<file path="config.mk">
export PLATFORM = sky130hd
export DESIGN_NAME = neuron_mac_seq_flat
export DESIGN_NICKNAME = d
export VERILOG_FILES = /design/src/rtl/neuron_pkg.sv /design/src/rtl/neuron_mac_seq_if.sv /design/src/rtl/neuron_sat_act.sv /design/src/rtl/neuron_mac_seq.sv /design/src/flat_wrapper.sv
export SDC_FILE = /design/constraint.sdc
export NUM_CORES = 1
export LEC_CHECK = 0
export ABC_AREA = 1
export CORE_MARGIN = 2
export CORE_UTILIZATION = 62
export CTS_CLUSTER_DIAMETER = 30
export DETAILED_ROUTE_END_ITERATION = 8
export PLACE_DENSITY = 0.85
export SLEW_MARGIN = 20
export SYNTH_ARGS = -nofsm -noshare
export SYNTH_HDL_FRONTEND = slang
export SYNTH_HIERARCHICAL = 1
export SYNTH_SLANG_ARGS = --single-unit
</file>
<file path="constraint.sdc">
create_clock -name clk -period 6.35 [get_ports clk]
set_input_delay 0.9525 -clock clk [delete_from_list [all_inputs] [get_ports clk]]
set_output_delay 0.9525 -clock clk [all_outputs]
set_load 0.02 [all_outputs]
</file>
<file path="src/rtl/neuron_pkg.sv">
// Shared types and default sizing for the neuron MAC sequencer.
package neuron_pkg;

  localparam int unsigned DefaultDataW  = 8;
  localparam int unsigned DefaultAddrW  = 8;
  localparam int unsigned DefaultAccW   = 24;
  localparam int unsigned WeightBaseDef = 128;

  typedef enum logic [2:0] {
    StIdle,
    StFetchX,
    StFetchW,
    StMac,
    StOut
  } state_e;

endpackage

</file>
<file path="src/rtl/neuron_mac_seq_if.sv">
// Control, RAM read and result handshake bundle of the neuron MAC sequencer.
interface neuron_mac_seq_if
  import neuron_pkg::*;
#(
  parameter int unsigned DATA_W = DefaultDataW,
  parameter int unsigned ADDR_W = DefaultAddrW
);
  logic              start;
  logic [ADDR_W-1:0] num_inputs;
  logic              busy;
  logic [ADDR_W-1:0] read_address;
  logic              oe;
  logic [DATA_W-1:0] read_data;
  logic [DATA_W-1:0] result;
  logic              out_valid;
  logic              out_ready;

  // master: host/RAM side, slave: the neuron.
  modport master (
    output start, num_inputs, read_data, out_ready,
    input  busy, read_address, oe, result, out_valid
  );

  modport slave (
    input  start, num_inputs, read_data, out_ready,
    output busy, read_address, oe, result, out_valid
  );
endinterface

</file>
<file path="src/rtl/neuron_sat_act.sv">
// Fixed-point rescale, signed saturation and optional ReLU (macro NEURON_RELU_EN).
module neuron_sat_act #(
  parameter int unsigned DATA_W    = 8,
  parameter int unsigned ACC_W     = 24,
  parameter int unsigned FRAC_BITS = 4
) (
  input  logic signed [ACC_W-1:0]  acc,
  output logic        [DATA_W-1:0] result
);

  localparam logic signed [ACC_W-1:0] MaxVal = $signed(ACC_W'(2 ** (DATA_W - 1) - 1));
  localparam logic signed [ACC_W-1:0] MinVal = ~MaxVal;

  logic signed [ACC_W-1:0] shifted;
  logic        [DATA_W-1:0] sat;

  always_comb begin
    shifted = acc >>> FRAC_BITS;
    if (shifted > MaxVal) begin
      sat = MaxVal[DATA_W-1:0];
    end else if (shifted < MinVal) begin
      sat = MinVal[DATA_W-1:0];
    end else begin
      sat = shifted[DATA_W-1:0];
    end
`ifdef NEURON_RELU_EN
    result = sat[DATA_W-1] ? '0 : sat;
`else
    result = sat;
`endif
  end

endmodule

</file>
<file path="src/rtl/neuron_mac_seq.sv">
// Sequential dot-product neuron: x[i] at RAM[i], w[i] at RAM[WEIGHT_BASE+i], one term per
// three cycles. Output activation is ReLU when NEURON_RELU_EN is defined.
module neuron_mac_seq
  import neuron_pkg::*;
#(
  parameter int unsigned DATA_W      = DefaultDataW,
  parameter int unsigned ADDR_W      = DefaultAddrW,
  parameter int unsigned ACC_W       = DefaultAccW,
  parameter int unsigned WEIGHT_BASE = WeightBaseDef,
  parameter int unsigned FRAC_BITS   = 4
) (
  input logic             clk,
  input logic             rst,
  neuron_mac_seq_if.slave bus
);

  localparam int unsigned ProdW = 2 * DATA_W;

  state_e                   state_q;
  logic [ADDR_W-1:0]        n_q;
  logic [ADDR_W-1:0]        idx_q;
  logic [ADDR_W-1:0]        addr_q;
  logic signed [DATA_W-1:0] x_q;
  logic signed [ACC_W-1:0]  acc_q;
  logic                     busy_q;
  logic                     oe_q;
  logic                     valid_q;

  logic signed [DATA_W-1:0] w_cur;
  logic signed [ProdW-1:0]  prod;
  logic [ADDR_W-1:0]        idx_next;
  logic [ADDR_W-1:0]        weight_addr;

  // The weight arrives on read_data during MAC and is consumed directly.
  assign w_cur       = $signed(bus.read_data);
  assign prod        = x_q * w_cur;
  assign idx_next    = idx_q + ADDR_W'(1);
  assign weight_addr = idx_q + ADDR_W'(WEIGHT_BASE);

  always_ff @(posedge clk) begin
    if (rst) begin
      state_q <= StIdle;
      n_q     <= '0;
      idx_q   <= '0;
      addr_q  <= '0;
      x_q     <= '0;
      acc_q   <= '0;
      busy_q  <= 1'b0;
      oe_q    <= 1'b0;
      valid_q <= 1'b0;
    end else begin
      unique case (state_q)
        StIdle: begin
          if (bus.start) begin
            n_q    <= bus.num_inputs;
            idx_q  <= '0;
            acc_q  <= '0;
            addr_q <= '0;
            busy_q <= 1'b1;
            if (bus.num_inputs == '0) begin
              state_q <= StOut;
              valid_q <= 1'b1;
            end else begin
              state_q <= StFetchX;
              oe_q    <= 1'b1;
            end
          end
        end
        StFetchX: begin
          state_q <= StFetchW;
          addr_q  <= weight_addr;
          oe_q    <= 1'b1;
        end
        StFetchW: begin
          state_q <= StMac;
          x_q     <= $signed(bus.read_data);
          oe_q    <= 1'b0;
        end
        StMac: begin
          acc_q <= acc_q + ACC_W'(prod);
          idx_q <= idx_next;
          if (idx_next == n_q) begin
            state_q <= StOut;
            valid_q <= 1'b1;
          end else begin
            state_q <= StFetchX;
            addr_q  <= idx_next;
            oe_q    <= 1'b1;
          end
        end
        StOut: begin
          if (bus.out_ready) begin
            state_q <= StIdle;
            valid_q <= 1'b0;
            busy_q  <= 1'b0;
          end
        end
        default: state_q <= StIdle;
      endcase
    end
  end

  neuron_sat_act #(
    .DATA_W    (DATA_W),
    .ACC_W     (ACC_W),
    .FRAC_BITS (FRAC_BITS)
  ) u_sat_act (
    .acc    (acc_q),
    .result (bus.result)
  );

  assign bus.busy         = busy_q;
  assign bus.oe           = oe_q;
  assign bus.read_address = addr_q;
  assign bus.out_valid    = valid_q;

endmodule

</file>
<file path="src/flat_wrapper.sv">
// flat-port wrapper written by rule: the top's interface ports become plain ports
module neuron_mac_seq_flat import neuron_pkg::*;
#(
  parameter int unsigned DATA_W      = DefaultDataW,
  parameter int unsigned ADDR_W      = DefaultAddrW,
  parameter int unsigned ACC_W       = DefaultAccW,
  parameter int unsigned WEIGHT_BASE = WeightBaseDef,
  parameter int unsigned FRAC_BITS   = 4
)
  (clk, rst, bus_start, bus_num_inputs, bus_read_data, bus_out_ready, bus_busy, bus_read_address, bus_oe, bus_result, bus_out_valid);
  neuron_mac_seq_if #(.DATA_W(DATA_W), .ADDR_W(ADDR_W)) bus_i ();
  input logic clk;
  input logic rst;
  input wire logic [$bits(bus_i.start)-1:0] bus_start;
  input wire logic [$bits(bus_i.num_inputs)-1:0] bus_num_inputs;
  input wire logic [$bits(bus_i.read_data)-1:0] bus_read_data;
  input wire logic [$bits(bus_i.out_ready)-1:0] bus_out_ready;
  output wire logic [$bits(bus_i.busy)-1:0] bus_busy;
  output wire logic [$bits(bus_i.read_address)-1:0] bus_read_address;
  output wire logic [$bits(bus_i.oe)-1:0] bus_oe;
  output wire logic [$bits(bus_i.result)-1:0] bus_result;
  output wire logic [$bits(bus_i.out_valid)-1:0] bus_out_valid;
  assign bus_i.start = bus_start;
  assign bus_i.num_inputs = bus_num_inputs;
  assign bus_i.read_data = bus_read_data;
  assign bus_i.out_ready = bus_out_ready;
  assign bus_busy = bus_i.busy;
  assign bus_read_address = bus_i.read_address;
  assign bus_oe = bus_i.oe;
  assign bus_result = bus_i.result;
  assign bus_out_valid = bus_i.out_valid;
  neuron_mac_seq #(.DATA_W(DATA_W), .ADDR_W(ADDR_W), .ACC_W(ACC_W), .WEIGHT_BASE(WEIGHT_BASE), .FRAC_BITS(FRAC_BITS)) u_core (.clk(clk), .rst(rst), .bus(bus_i));
endmodule
</file>
==> metrics.cfg <==
[run_status]
status = finished with violations
violations = DRC

[power_and_ir_drop]
ir_worst_vdd_mv = 0.165
pwr-share-seq_pct = 15.9
p_switching_mw = 1.52
power_density_mw_per_mm2 = 369
p_sw_share_pct = 50.2
power.leakage_nw = 4.32
power_frac_comb_pct = 67.7
p_clk_share_pct = 16.4
p_int_mw = 1.51

[logic_synthesis]
synth_seq_area_share_pct = 16.8
synthCells = 995
synth_nets = 1174
syn_area_mm2 = 0.00737
synth_cell_types = 40
ys_warn_count = 6
synth_edf_count = 0
ys_async_sr_fraction_pct = 0
synth_ff_type = dfxtp_1
ys_ff_latch = 62
syn_area_per_cell_um2 = 7.41

[drt]
wirelength_um = 17200
dr.pass1.iters = 9
dr.first_iter.drc_count = 534
ant_nets = 0
drt-wirelength-per-cell_um = 14.6
drc = 2
via_per_inst = 5.49
vias = 6430

[cells_and_area]
insertedDiodeCount = 0
syn_to_final_growth_pct = 11.2
nFillCells = 916
layout_common_cells = 233 x nand2_1, 192 x inv_1, 104 x fa_1, 84 x a21oi_1, 71 x nor2_1
nNetsFinal = 1203
drive_gt1_share_pct = 4.66
layout.cells.non_filler = 1172
final_common_cell = nand2_1

[floorplanning]
die_x_um = 113
dieArea_mm2 = 0.0128
core_mm2 = 0.0115
fp-row-count = 39
pin_count = 39
die_h_um = 113
start_util_pct = 64.0

[critical_path]
startpoint_type = input port
ff2ff_setup_slack_ns = 1.11
setup.worst_path.class = in2reg
path_max_fanout = 7
worstPathArrival_ns = 6.10
endpoint_kind = register
crit_required_ns = 6.62

[sta]
finalSetupViolations = 0
rsz0062_at_grt = no
max-slew-margin-rel_pct = 33.8
tightest_slew_ns = 0.992
drv_slew = 0
fmax_mhz = 172
fin_crit_sh_pct = 91.8
fin_crit_ns = 5.83
tns_ns = 0
fin_worst_skew_ns = 0.00435
hold_violations = 0

[grt]
grt_first_pass_wirelength_um = 30500
grt-ovfl-total = 0
grt_use_total_pct = 29.5
grt_antenna_before_repair = 0
grt_pass1_vias = 6454
grt_max_degree = 38

[place]
place.detailed.hpwl_um = 13600
dp.cells = 1156
port_buffers = 38
gp_congestion = 0.950

[cts]
htreeDepth = 3
cts_setup_buffers = 0
cts_hold_buf = 0
cts_resized = 0
clockBufferDepth = 2
clk_pin_slew_worst_paths_ns = 0.06
cts.sink_count = 62
clk_latency_ns = 0.33
cts_root_buf = clkbuf_16
cts_tree = yes
cts_buffers = 9

[run]
maxCapViolCount = 0

[hold_path]
hold_class = reg2reg

through the flow:
stage	total power [mW]	area [um^2]	hold WS (ns)	setup slack, ns	util [%]
floorplan	1.96	7370	0.440	0.916	-
global route	3.34	8190	0.480	0.0971	71.1
finish	3.02	8190	0.455	0.520	71.1
CTS	3.01	8190	0.465	0.516	71.1
global placement	2.44	7890	0.441	0.282	68.5
detailed placement	2.48	7890	0.451	0.185	68.5
logic make-up (layout without fill, tap and decap cells):
| kind of cell | after synthesis | in the layout | synth area share (%) |
|---|---|---|---|
| and+or+nand+nor | 403 | 403 | 23.4 |
| buffers and inverters | 228 | 262 | 11.9 |
| adders and majority gates | 159 | 159 | 37.6 |
| AOI/OAI and AO/OA | 138 | 138 | 9.68 |
| DFF | 62 | 62 | 16.8 |
| xor gates and xnor gates | 5 | 5 | 0.594 |
per-layer routing:
layer	vias up	routed length (um)	GRT usage, %
li1	3125	-	-
met5	-	0	0
met4	0	464	9.43
met1	3036	7520	39.4
met3	46	970	5.20
met2	223	8210	49.2
cells in the mapped netlist, types with 2 or more instances:
| cell type | n | share of area, % |
|---|---|---|
| nand2_2 | 5 | 0.42 |
| fa_1 | 104 | 28 |
| nand4_1 | 10 | 0.85 |
| nor2_4 | 2 | 0.31 |
| o21ai_0 | 43 | 2.9 |
| nor2_1 | 71 | 3.6 |
| nand2_1 | 233 | 12 |
| nor4_1 | 2 | 0.17 |
| or2_2 | 5 | 0.42 |
| ha_1 | 55 | 9.3 |
| clkinv_1 | 2 | 0.10 |
| o21ai_1 | 2 | 0.14 |
| buf_2 | 5 | 0.34 |
| inv_1 | 192 | 9.8 |
| nand3_1 | 57 | 3.9 |
| a21o_1 | 2 | 0.20 |
| nor2_2 | 3 | 0.25 |
| nor3_1 | 2 | 0.14 |
| dfxtp_1 | 62 | 17 |
| a21oi_1 | 84 | 5.7 |
| clkbuf_1 | 24 | 1.2 |
| inv_2 | 2 | 0.10 |
| nand3b_1 | 6 | 0.61 |
| xnor2_1 | 4 | 0.48 |
| o21a_1 | 3 | 0.31 |
power groups by stage:
| stage | Clock [mW] | Combinational (mW) | Sequential (mW) |
|---|---|---|---|
| CTS | 0.501 | 2.02 | 0.481 |
| finish | 0.496 | 2.05 | 0.482 |
| global placement | 0 | 1.96 | 0.488 |
| detailed placement | 0 | 1.99 | 0.490 |
| global route | 0.518 | 2.33 | 0.489 |
| floorplan | 0 | 1.49 | 0.478 |
path summary, 6_finish.rpt:
kind                           to  cells after the start                 start
max              u_core/acc_q[18]                     18      bus_read_data[7]
min          u_core/bus.out_valid                      2  u_core/bus.out_valid
max reg2reg      u_core/acc_q[23]                     20         u_core/x_q[7]
min reg2reg  u_core/bus.out_valid                      2  u_core/bus.out_valid
critical path, cell delays in order:
cell and delay (ns):
clkdlybuf4s50_1 0.46, clkinv_1 0.09, or2_2 0.30, fa_1 0.51
fa_1 0.55, inv_1 0.07, fa_1 0.52, fa_1 0.59
fa_1 0.43, ha_1 0.41, inv_1 0.08, o21ai_1 0.29
inv_1 0.07, o21ai_1 0.25, nand4_1 0.19, nand3_1 0.12
nand3_1 0.08, a21oi_1 0.14
registers in the layout (all words and copies together), names as in the netlist:
signal,count
u_core/idx_q,8
u_core/state_q,3
u_core/n_q,8
u_core/acc_q,24
u_core/bus.read_address,8
u_core/bus.oe,1
u_core/bus.out_valid,1
u_core/x_q,8
u_core/bus.busy,1
cell type report:
class                   instances  area [um^2]  area share, %
inverters                     196          736           8.98
clock buffers                   9          225           2.75
well taps                     143          179           2.18
clock inverters                 7         72.6          0.886
repair buffers                 50          483           5.90
flip-flops and latches         62         1240           15.2
multi-input cells             705         5260           64.2
Power figures use the tool's default switching activity.
==> variant: new RTL, config.mk and constraints unchanged <==
Add a define of `NEURON_RELU_EN`.
--- a/src/rtl/neuron_sat_act.sv
+++ b/src/rtl/neuron_sat_act.sv
@@ -1,2 +1,4 @@
 // Fixed-point rescale, signed saturation and optional ReLU (macro NEURON_RELU_EN).
+`define NEURON_RELU_EN
+
 module neuron_sat_act #(
Function: changed (a bounded check fails within 10 cycles, from zero or initial values and one cycle with rst high).
==> variant against the unedited design <==
  * Wire length grew 1.0%
  * Count of clock-buffer cells in the layout grew 1
  * Global-route usage grew 0.25 points
  * Via count grew 0.37%
  * Synthesized area shrank 0.46%
  * Core utilization grew 0.12 points
  * Highest routed layer unchanged
  * Clock skew grew 2.2 ps
  * Power is essentially flat
  * Sequential cell count is the same
  * Final cell count shrank 0.68%
  * Cell area shrank 0.26%
  * Worst hold slack gained 1.1 ps
  * Worst setup slack lost 7.9 ps
==> variant: results (changes against the unedited design) <==
fill_cells: 917  # +0.11%
synth_nets: 1165  # -0.77%
synth_area_leaders: "fa_1 28%, dfxtp_1 17%, nand2_1 12%, inv_1 9.8%, ha_1 9.4%"
numCtsBuffers: 9  # unchanged
ir_drop_uv: 272  # +65%
drt_pass1_iterations: 5  # -4
power_leakage_nw: 4.33  # +0.29%
clk_path_buf_depth: 2  # unchanged
seq_area_frac_synth: 0.169  # +0.000776
grt_pass1_wl_microns: 30500  # -0.27%
gp_congestion: 0.931  # -2.0%
clock-root-buffer: "clkbuf_16"
post_cts_buffers: 0  # unchanged
dp_hpwl_microns: 13400  # -0.94%
grt_antenna_before_repair: 0  # unchanged
synth_cell_types: 42  # +5.0%
crit_fanout: 16  # +9
vias: 6454  # +0.37%
detail_route.iter0.violations: 555  # +3.9%
clkTransAtPathRegs_ps: 60  # about the same
port_buffers: 37  # -2.6%
wl_per_cell_microns: 14.9  # +1.7%
drive_above_1_share: 0.0480  # +0.00134
status: "finished clean"
synth_commonest_cells: "227 x nand2_1, 192 x inv_1, 104 x fa_1"
synth.most_common_cell: "nand2_1"
finalClockSkew_ps: 6.53  # +2.18 ps
crit_path_top_delay_cell: "inv_1"
synth_ff_type: "dfxtp_1"
grt_usage: 0.297  # +0.00245
worst_pin_slew_ps: 978  # -13.1 ps
critical_path.top_delay_family: "adder cells"
## variant: cell count changes after synthesis, sizes merged
| cell | change |
|---|---|
| clkbuf | -1 |
| nor2 | -2 |
| conb | +1 |
| nand3 | -1 |
| nand2 | -7 |
| buf | +1 |
## variant: layout make-up
type / instances / share of cell area
clock buffers: 10 / 0.0292
clock inverters: 6 / 0.00858
inverters: 196 / 0.0900
multi-input cells: 696 / 0.639
flip-flops and latches: 62 / 0.152
well taps: 143 / 0.0219
repair buffers: 51 / 0.0597
## variant: worst paths after layout
path | start | endpoint | slack, ps | depth (start not counted)
worst min register to register | u_core/bus.out_valid | u_core/bus.out_valid | 460 | 2
worst max-delay path | bus_read_data[0] | u_core/acc_q[13] | 510 | 17
worst min-delay path | u_core/bus.out_valid | u_core/bus.out_valid | 460 | 2
worst max register to register | u_core/x_q[7] | u_core/acc_q[13] | 1100 | 16
## variant: through the flow
stage          hold slack, ps  cells  worst slack (ps)  instance area, sq um
4_1_cts                   457   1164               541                  8170
6_report                  457   1164               512                  8170
2_1_floorplan             440    986               916                  7340
3_3_place_gp              440   1148               293                  7860
3_5_place_dp              446   1148               243                  7860
5_1_grt                   476   1164               234                  8170
## variant: cells by family (layout without fill, tap and decap cells)
| family | after synthesis | after routing | share of synthesized area |
|---|---|---|---|
| simple gates | 393 | 393 | 0.230 |
| buf+inv | 228 | 263 | 0.120 |
| fa+ha+maj | 159 | 159 | 0.378 |
| compound gates | 138 | 138 | 0.0972 |
| flops | 62 | 62 | 0.169 |
| xor+xnor | 5 | 5 | 0.00597 |
| other cells | 1 | 1 | 0.000511 |
## variant: worst min-delay path: cells and delay by family (launching register included)
family	cells	cell delay, ps
flops	1	310
compound gates	1	60
buf+inv	1	50
## variant: per-layer routing
metal	up-vias	wire length, microns	GRT usage
met5	-	0	0
met4	0	511	0.114
met3	41	981	0.0514
met2	245	8600	0.512
met1	3065	7250	0.376
li1	3103	-	-
## variant: power breakdown
part / internal, mW / switching, mW / total, mW
clock network: 0.317 / 0.193 / 0.509
logic: 0.767 / 1.26 / 2.03
registers: 0.431 / 0.0511 / 0.482
